### src/rtl/wb_arb_pkg.sv
// Shared types for the two-master Wishbone arbiter.
// Latency: n/a (types and constant helpers only).
// Backpressure: n/a.
package wb_arb_pkg;

    typedef enum logic [1:0] {
        ST_IDLE  = 2'd0,
        ST_OWN0  = 2'd1,
        ST_OWN1  = 2'd2,
        ST_DRAIN = 2'd3
    } arb_state_e;

    // Byte-select width for a given data width.
    function automatic int WB_SEL_W(input int dw);
        return dw / 8;
    endfunction

endpackage

### src/rtl/wb_sdram_arbiter.sv
// Two-master round-robin pipelined Wishbone arbiter in front of the sdram slave port.
// Latency: 1 cycle from cyc to grant; request/stall/ack/data paths 0 cycles while owned.
// Backpressure: owner sees slave stall or a full outstanding counter; a non-owner is always stalled.
module wb_sdram_arbiter
    import wb_arb_pkg::*;
#(
    parameter int AW      = 32,
    parameter int DW      = 32,
    parameter int MAX_OUT = 4
) (
    input  logic                    clk_i,
    input  logic                    rst_n_i,
    input  logic                    m0_cyc_i,
    input  logic                    m0_stb_i,
    input  logic                    m0_we_i,
    input  logic [WB_SEL_W(DW)-1:0] m0_sel_i,
    input  logic [AW-1:0]           m0_addr_i,
    input  logic [DW-1:0]           m0_data_i,
    output logic [DW-1:0]           m0_data_o,
    output logic                    m0_stall_o,
    output logic                    m0_ack_o,
    input  logic                    m1_cyc_i,
    input  logic                    m1_stb_i,
    input  logic                    m1_we_i,
    input  logic [WB_SEL_W(DW)-1:0] m1_sel_i,
    input  logic [AW-1:0]           m1_addr_i,
    input  logic [DW-1:0]           m1_data_i,
    output logic [DW-1:0]           m1_data_o,
    output logic                    m1_stall_o,
    output logic                    m1_ack_o,
    output logic                    s_cyc_o,
    output logic                    s_stb_o,
    output logic                    s_we_o,
    output logic [WB_SEL_W(DW)-1:0] s_sel_o,
    output logic [AW-1:0]           s_addr_o,
    output logic [DW-1:0]           s_data_o,
    input  logic [DW-1:0]           s_data_i,
    input  logic                    s_stall_i,
    input  logic                    s_ack_i,
    output logic [1:0]              grant_o,
    output logic                    proto_err_o
);

    localparam int            CW      = $clog2(MAX_OUT + 1);
    localparam logic [CW-1:0] MAX_CNT = CW'(MAX_OUT);

    arb_state_e    state_q, state_d;
    logic [CW-1:0] cnt_q, cnt_d;
    logic          last_q, last_d;
    logic          proto_err_q, proto_err_d;

    logic own0, own1, own_cyc, cnt_full, cnt_zero, accept, ack_ok;

    assign own0     = (state_q == ST_OWN0);
    assign own1     = (state_q == ST_OWN1);
    assign own_cyc  = own1 ? m1_cyc_i : m0_cyc_i;
    assign cnt_full = (cnt_q == MAX_CNT);
    assign cnt_zero = (cnt_q == '0);
    assign accept   = s_stb_o & ~s_stall_i;
    // An ack with nothing outstanding is a slave error, never a completion.
    assign ack_ok   = s_ack_i & ~cnt_zero;

    assign m0_ack_o    = own0 & ack_ok;
    assign m1_ack_o    = own1 & ack_ok;
    assign m0_stall_o  = ~own0 | s_stall_i | cnt_full;
    assign m1_stall_o  = ~own1 | s_stall_i | cnt_full;
    assign m0_data_o   = s_data_i;
    assign m1_data_o   = s_data_i;
    assign grant_o     = {own1, own0};
    assign proto_err_o = proto_err_q;

    // Forward the owner's request to the slave; DRAIN keeps the cycle open with no new strobes.
    always_comb begin
        s_cyc_o  = 1'b0;
        s_stb_o  = 1'b0;
        s_we_o   = 1'b0;
        s_sel_o  = '0;
        s_addr_o = '0;
        s_data_o = '0;
        if (own0) begin
            s_cyc_o  = m0_cyc_i;
            s_stb_o  = m0_cyc_i & m0_stb_i & ~cnt_full;
            s_we_o   = m0_we_i;
            s_sel_o  = m0_sel_i;
            s_addr_o = m0_addr_i;
            s_data_o = m0_data_i;
        end else if (own1) begin
            s_cyc_o  = m1_cyc_i;
            s_stb_o  = m1_cyc_i & m1_stb_i & ~cnt_full;
            s_we_o   = m1_we_i;
            s_sel_o  = m1_sel_i;
            s_addr_o = m1_addr_i;
            s_data_o = m1_data_i;
        end else if (state_q == ST_DRAIN) begin
            s_cyc_o  = 1'b1;
        end
    end

    // Outstanding counter, sticky error and the arbitration / release decisions.
    always_comb begin
        cnt_d = cnt_q;
        if (accept && !ack_ok) begin
            cnt_d = cnt_q + 1'b1;
        end else if (!accept && ack_ok) begin
            cnt_d = cnt_q - 1'b1;
        end
        proto_err_d = proto_err_q | (s_ack_i & cnt_zero);
        state_d     = state_q;
        last_d      = last_q;
        case (state_q)
            ST_IDLE: begin
                // On a tie, master 0 wins only if master 1 was granted last.
                if (m0_cyc_i && (!m1_cyc_i || last_q)) begin
                    state_d = ST_OWN0;
                    last_d  = 1'b0;
                end else if (m1_cyc_i) begin
                    state_d = ST_OWN1;
                    last_d  = 1'b1;
                end
            end
            ST_OWN0, ST_OWN1: begin
                // An abandoned cycle with acks in flight must be drained before anyone else owns the slave.
                if (!own_cyc) begin
                    state_d = (cnt_d == '0) ? ST_IDLE : ST_DRAIN;
                end
            end
            ST_DRAIN: begin
                if (cnt_d == '0) begin
                    state_d = ST_IDLE;
                end
            end
            default: state_d = ST_IDLE;
        endcase
    end

    // State registers; reset idles the slave immediately and lets master 0 win the first tie.
    always_ff @(posedge clk_i or negedge rst_n_i) begin
        if (!rst_n_i) begin
            state_q     <= ST_IDLE;
            cnt_q       <= '0;
            last_q      <= 1'b1;
            proto_err_q <= 1'b0;
        end else begin
            state_q     <= state_d;
            cnt_q       <= cnt_d;
            last_q      <= last_d;
            proto_err_q <= proto_err_d;
        end
    end

endmodule

### config.mk
export PLATFORM = sky130hd
export DESIGN_NAME = wb_sdram_arbiter
export DESIGN_NICKNAME = d
export VERILOG_FILES = /design/src/rtl/wb_arb_pkg.sv /design/src/rtl/wb_sdram_arbiter.sv
export SDC_FILE = /design/constraint.sdc
export NUM_CORES = 1
export LEC_CHECK = 0
export BUFFER_PORTS_ARGS = -buffer_cell sky130_fd_sc_hd__buf_2
export CAP_MARGIN = 20
export CORE_AREA = 2 2 126 128
export CTS_BUF_LIST = sky130_fd_sc_hd__clkbuf_4 sky130_fd_sc_hd__clkbuf_8
export DETAILED_ROUTE_END_ITERATION = 16
export DIE_AREA = 0 0 128 130
export HOLD_SLACK_MARGIN = 0.1
export PLACE_DENSITY = 0.44
export SLEW_MARGIN = 5
export SYNTH_ARGS = -nofsm -noshare
export SYNTH_HDL_FRONTEND = slang
export SYNTH_SLANG_ARGS = --single-unit
### constraint.sdc
create_clock -name clk_i -period 2.5 [get_ports clk_i]
set_clock_uncertainty 0.15 [all_clocks]
set_input_delay 0.625 -clock clk_i [delete_from_list [all_inputs] [get_ports clk_i]]
set_output_delay 0.625 -clock clk_i [all_outputs]
set_load 0.02 [all_outputs]
==> flow_summary.ini <==
[run_status]
outcome = completed

[detailed_routing]
via_per_inst = 4.208
ant_nets = 0
totalWireLength_mm = 10.40
drc = 0
drtPass1Iterations = 6
wl_per_cell_um = 17.75
num_vias = 2466
first_iter_violations = 77

[min_path]
min_path_type = reg2reg
hp-start = proto_err_o

[clocking]
cts_max_level = 1
cts_tree = yes
insertion_delay_ns = 0.22
cts_buffer_depth = 2
cts_sinks = 7
cts_root_buf = clkbuf_8
cts_buffers = 3
clk_pin_slew_ns = 0.04

[worst_setup_path]
crit_path_end_kind = output port
startpoint = state_q[0]
required_ns = 1.73
critical_path_class = reg2out
timing.rr.start = state_q[0]
cp_max_fo = 24
critPathLaunchType = register
arrival_ns = 1.70

[synthesis]
syn_nets = 418
async_flop_share_pct = 100.0
synth_cells = 233
yosys.cell_types.count = 43
ys_seq_elements = 7
synth_compound_area_share_pct = 39.71
syn_area_um2 = 1909
synthTopCellsByArea = a22o_1 (32%), buf_4 (26%), dfrtp_1 (7.9%)
synth_area_leader_cell = a22o_1
ys_warn_count = 0
muxShareOfSynthArea_pct = 3.866
synth-edff-count = 0
yosys.area_share.simple_pct = 10.55
synth-main-ff-cell = dfrtp_1
yosys.area.top_type_share_pct = 31.65
synth_area_per_cell_um2 = 8.195
synth_top_family_by_area = compound AO/OA/AOI/OAI gates
yosys.area_share.xor_xnor_pct = 0.4587
ys_seq_area_share_pct = 9.240
synth_adder_area_share_pct = 4.587

[sta]
period_share_pct = 99.15
rsz0062_at_grt = true
report.final.setup_viol = 0
drv_slew = 0
setup_tns_ns = 0
fmax_mhz = 403.4
hold_viol_final = 0
worst_pin_slew_ns = 0.3431
min_period_ns = 2.479
finalWorstSetupSlack_ns = 0.02121
slew_headroom_pct = 77.07

[final_layout]
fillers = 1733
multiInputGateArea_um2 = 1214
syn2layout_area_growth_pct = 73.26
antennaDiodeCount = 0
drive_gt1_share_pct = 68.78
layout.area.seq_um2 = 176.4
nets = 580

[global_route]
grt_overflow = 0
grt_usage_pct = 10.41
grt_first_pass_wirelength_mm = 13.34
grt_pass1_vias = 2265
grt_max_degree = 52
antenna_found_initial = 0

[power]
totalPowerFinal_mw = 4.644
p_leak_nw = 1.761
power_density_nw_per_um2 = 1404
ir_worst_vdd_mv = 0.4264

[place]
port-buffer-count = 223
dp_hpwl_mm = 8.141
pre_cts_ws_ns = 0.1386
routabilityCongestion = 0.6988

[die]
rows = 46
initial_core_util_pct = 12.38
die_area_um2 = 16640
core_um2 = 15420
die_width_um = 128
pin_count = 320
die_h_um = 130

[run]
maxCapViolCount = 0
final timing paths:
check                                to  slack (ns)  cells past startpoint
setup / recovery           s_data_o[19]        0.02                      7
hold / removal              proto_err_o        0.31                      1
setup reg to reg             state_q[0]        0.20                      8
hold reg to reg             proto_err_o        0.31                      1
max in group asynchronous        last_q        1.35                      2
min in group asynchronous      cnt_q[0]        0.62                      2
registers in the layout (all words and copies together), names as in the netlist:
name,flops
proto_err_o,1
last_q,1
cnt_q,3
state_q,2
metrics by stage:
| step | instance area (um2) | hold slack (ns) | util, % | cells |
|---|---|---|---|---|
| after floorplan | 1911 | 0.1794 | - | 233 |
| after global placement | 2769 | 0.3066 | 17.95 | 571 |
| after detailed placement | 2769 | 0.3061 | 17.95 | 571 |
| after CTS | 3003 | 0.3222 | 19.47 | 582 |
| after global routing | 3308 | 0.3660 | 21.45 | 586 |
| final | 3308 | 0.3110 | 21.45 | 586 |
area by class of cell:
cell class              instances  share of cell area, %
clock buffers                   4                  1.475
inverters                       7                 0.7943
multi-input cells             136                  36.69
flip-flops and latches          7                  5.333
well taps                     192                  7.262
repair buffers                240                  48.45
per-layer routing:
metal	GRT usage [%]	vias to the layer above	wire, um
li1	-	1130	-
met1	13.71	1158	4275
met2	18.59	178	5283
met3	2.009	0	843
met4	0.4525	0	0
met5	0	-	0
cells by family (layout without fill, tap and decap cells):
kind of cell | count (synthesis) | in the layout
mux | 7 | 7
buf+inv | 90 | 251
xor+xnor | 1 | 1
compound gates | 90 | 90
flops | 7 | 7
fa+ha+maj | 7 | 7
simple gates | 31 | 31
synthesized netlist by cell type, types with 3 or more instances:
| cell type | count |
|---|---|
| a21oi_1 | 6 |
| a22o_1 | 69 |
| and3_2 | 3 |
| buf_4 | 66 |
| clkbuf_1 | 13 |
| dfrtp_1 | 6 |
| ha_1 | 7 |
| inv_1 | 7 |
| mux2i_1 | 4 |
| nand2_1 | 4 |
| nand3_1 | 3 |
| nor2_1 | 7 |
| o21ai_0 | 4 |
repair_timing:
action / in CTS / in global routing
resized for setup: 22 / 78
endpoints found under the hold margin: 6 / 0
setup buffers: 4 / 2
setup endpoints to repair: 28 / 74
hold buffers: 1 / 0
gates cloned: 2 / 3
pin swaps: 0 / 6
cells in the final DEF (no fill, tap or decap), types with 2 or more instances in the layout:
cell,synthesis,routed
buf_2,1,166
a22o_1,69,64
buf_4,66,43
buf_6,0,21
nor2_1,7,7
a21oi_1,6,6
dfrtp_1,6,6
a22o_4,0,5
inv_1,7,5
buf_12,1,5
nand2_1,4,4
o21ai_0,4,4
mux2i_1,4,4
ha_1,7,4
nand3_1,3,3
and3_2,3,3
clkbuf_8,0,3
clkbuf_16,0,3
nor2b_4,1,2
inv_2,0,2
nand2b_1,2,2
a22oi_2,1,2
mux2_2,2,2
ha_4,0,2
power by group:
part | total [mW] | internal (mW) | switching, mW
logic | 4.24 | 2.01 | 2.23
registers | 0.236 | 0.181 | 0.0549
clock network | 0.167 | 0.121 | 0.0458
total | 4.64 | 2.31 | 2.34
critical path: stages (launching register included):
cell and delay (ns):
dfrtp_1 0.39, buf_6 0.13, ha_4 0.18, nor2b_4 0.12, buf_12 0.16, buf_12 0.18, a22o_1 0.14, buf_2 0.16
Note: power is estimated with default switching activity, not from simulation.
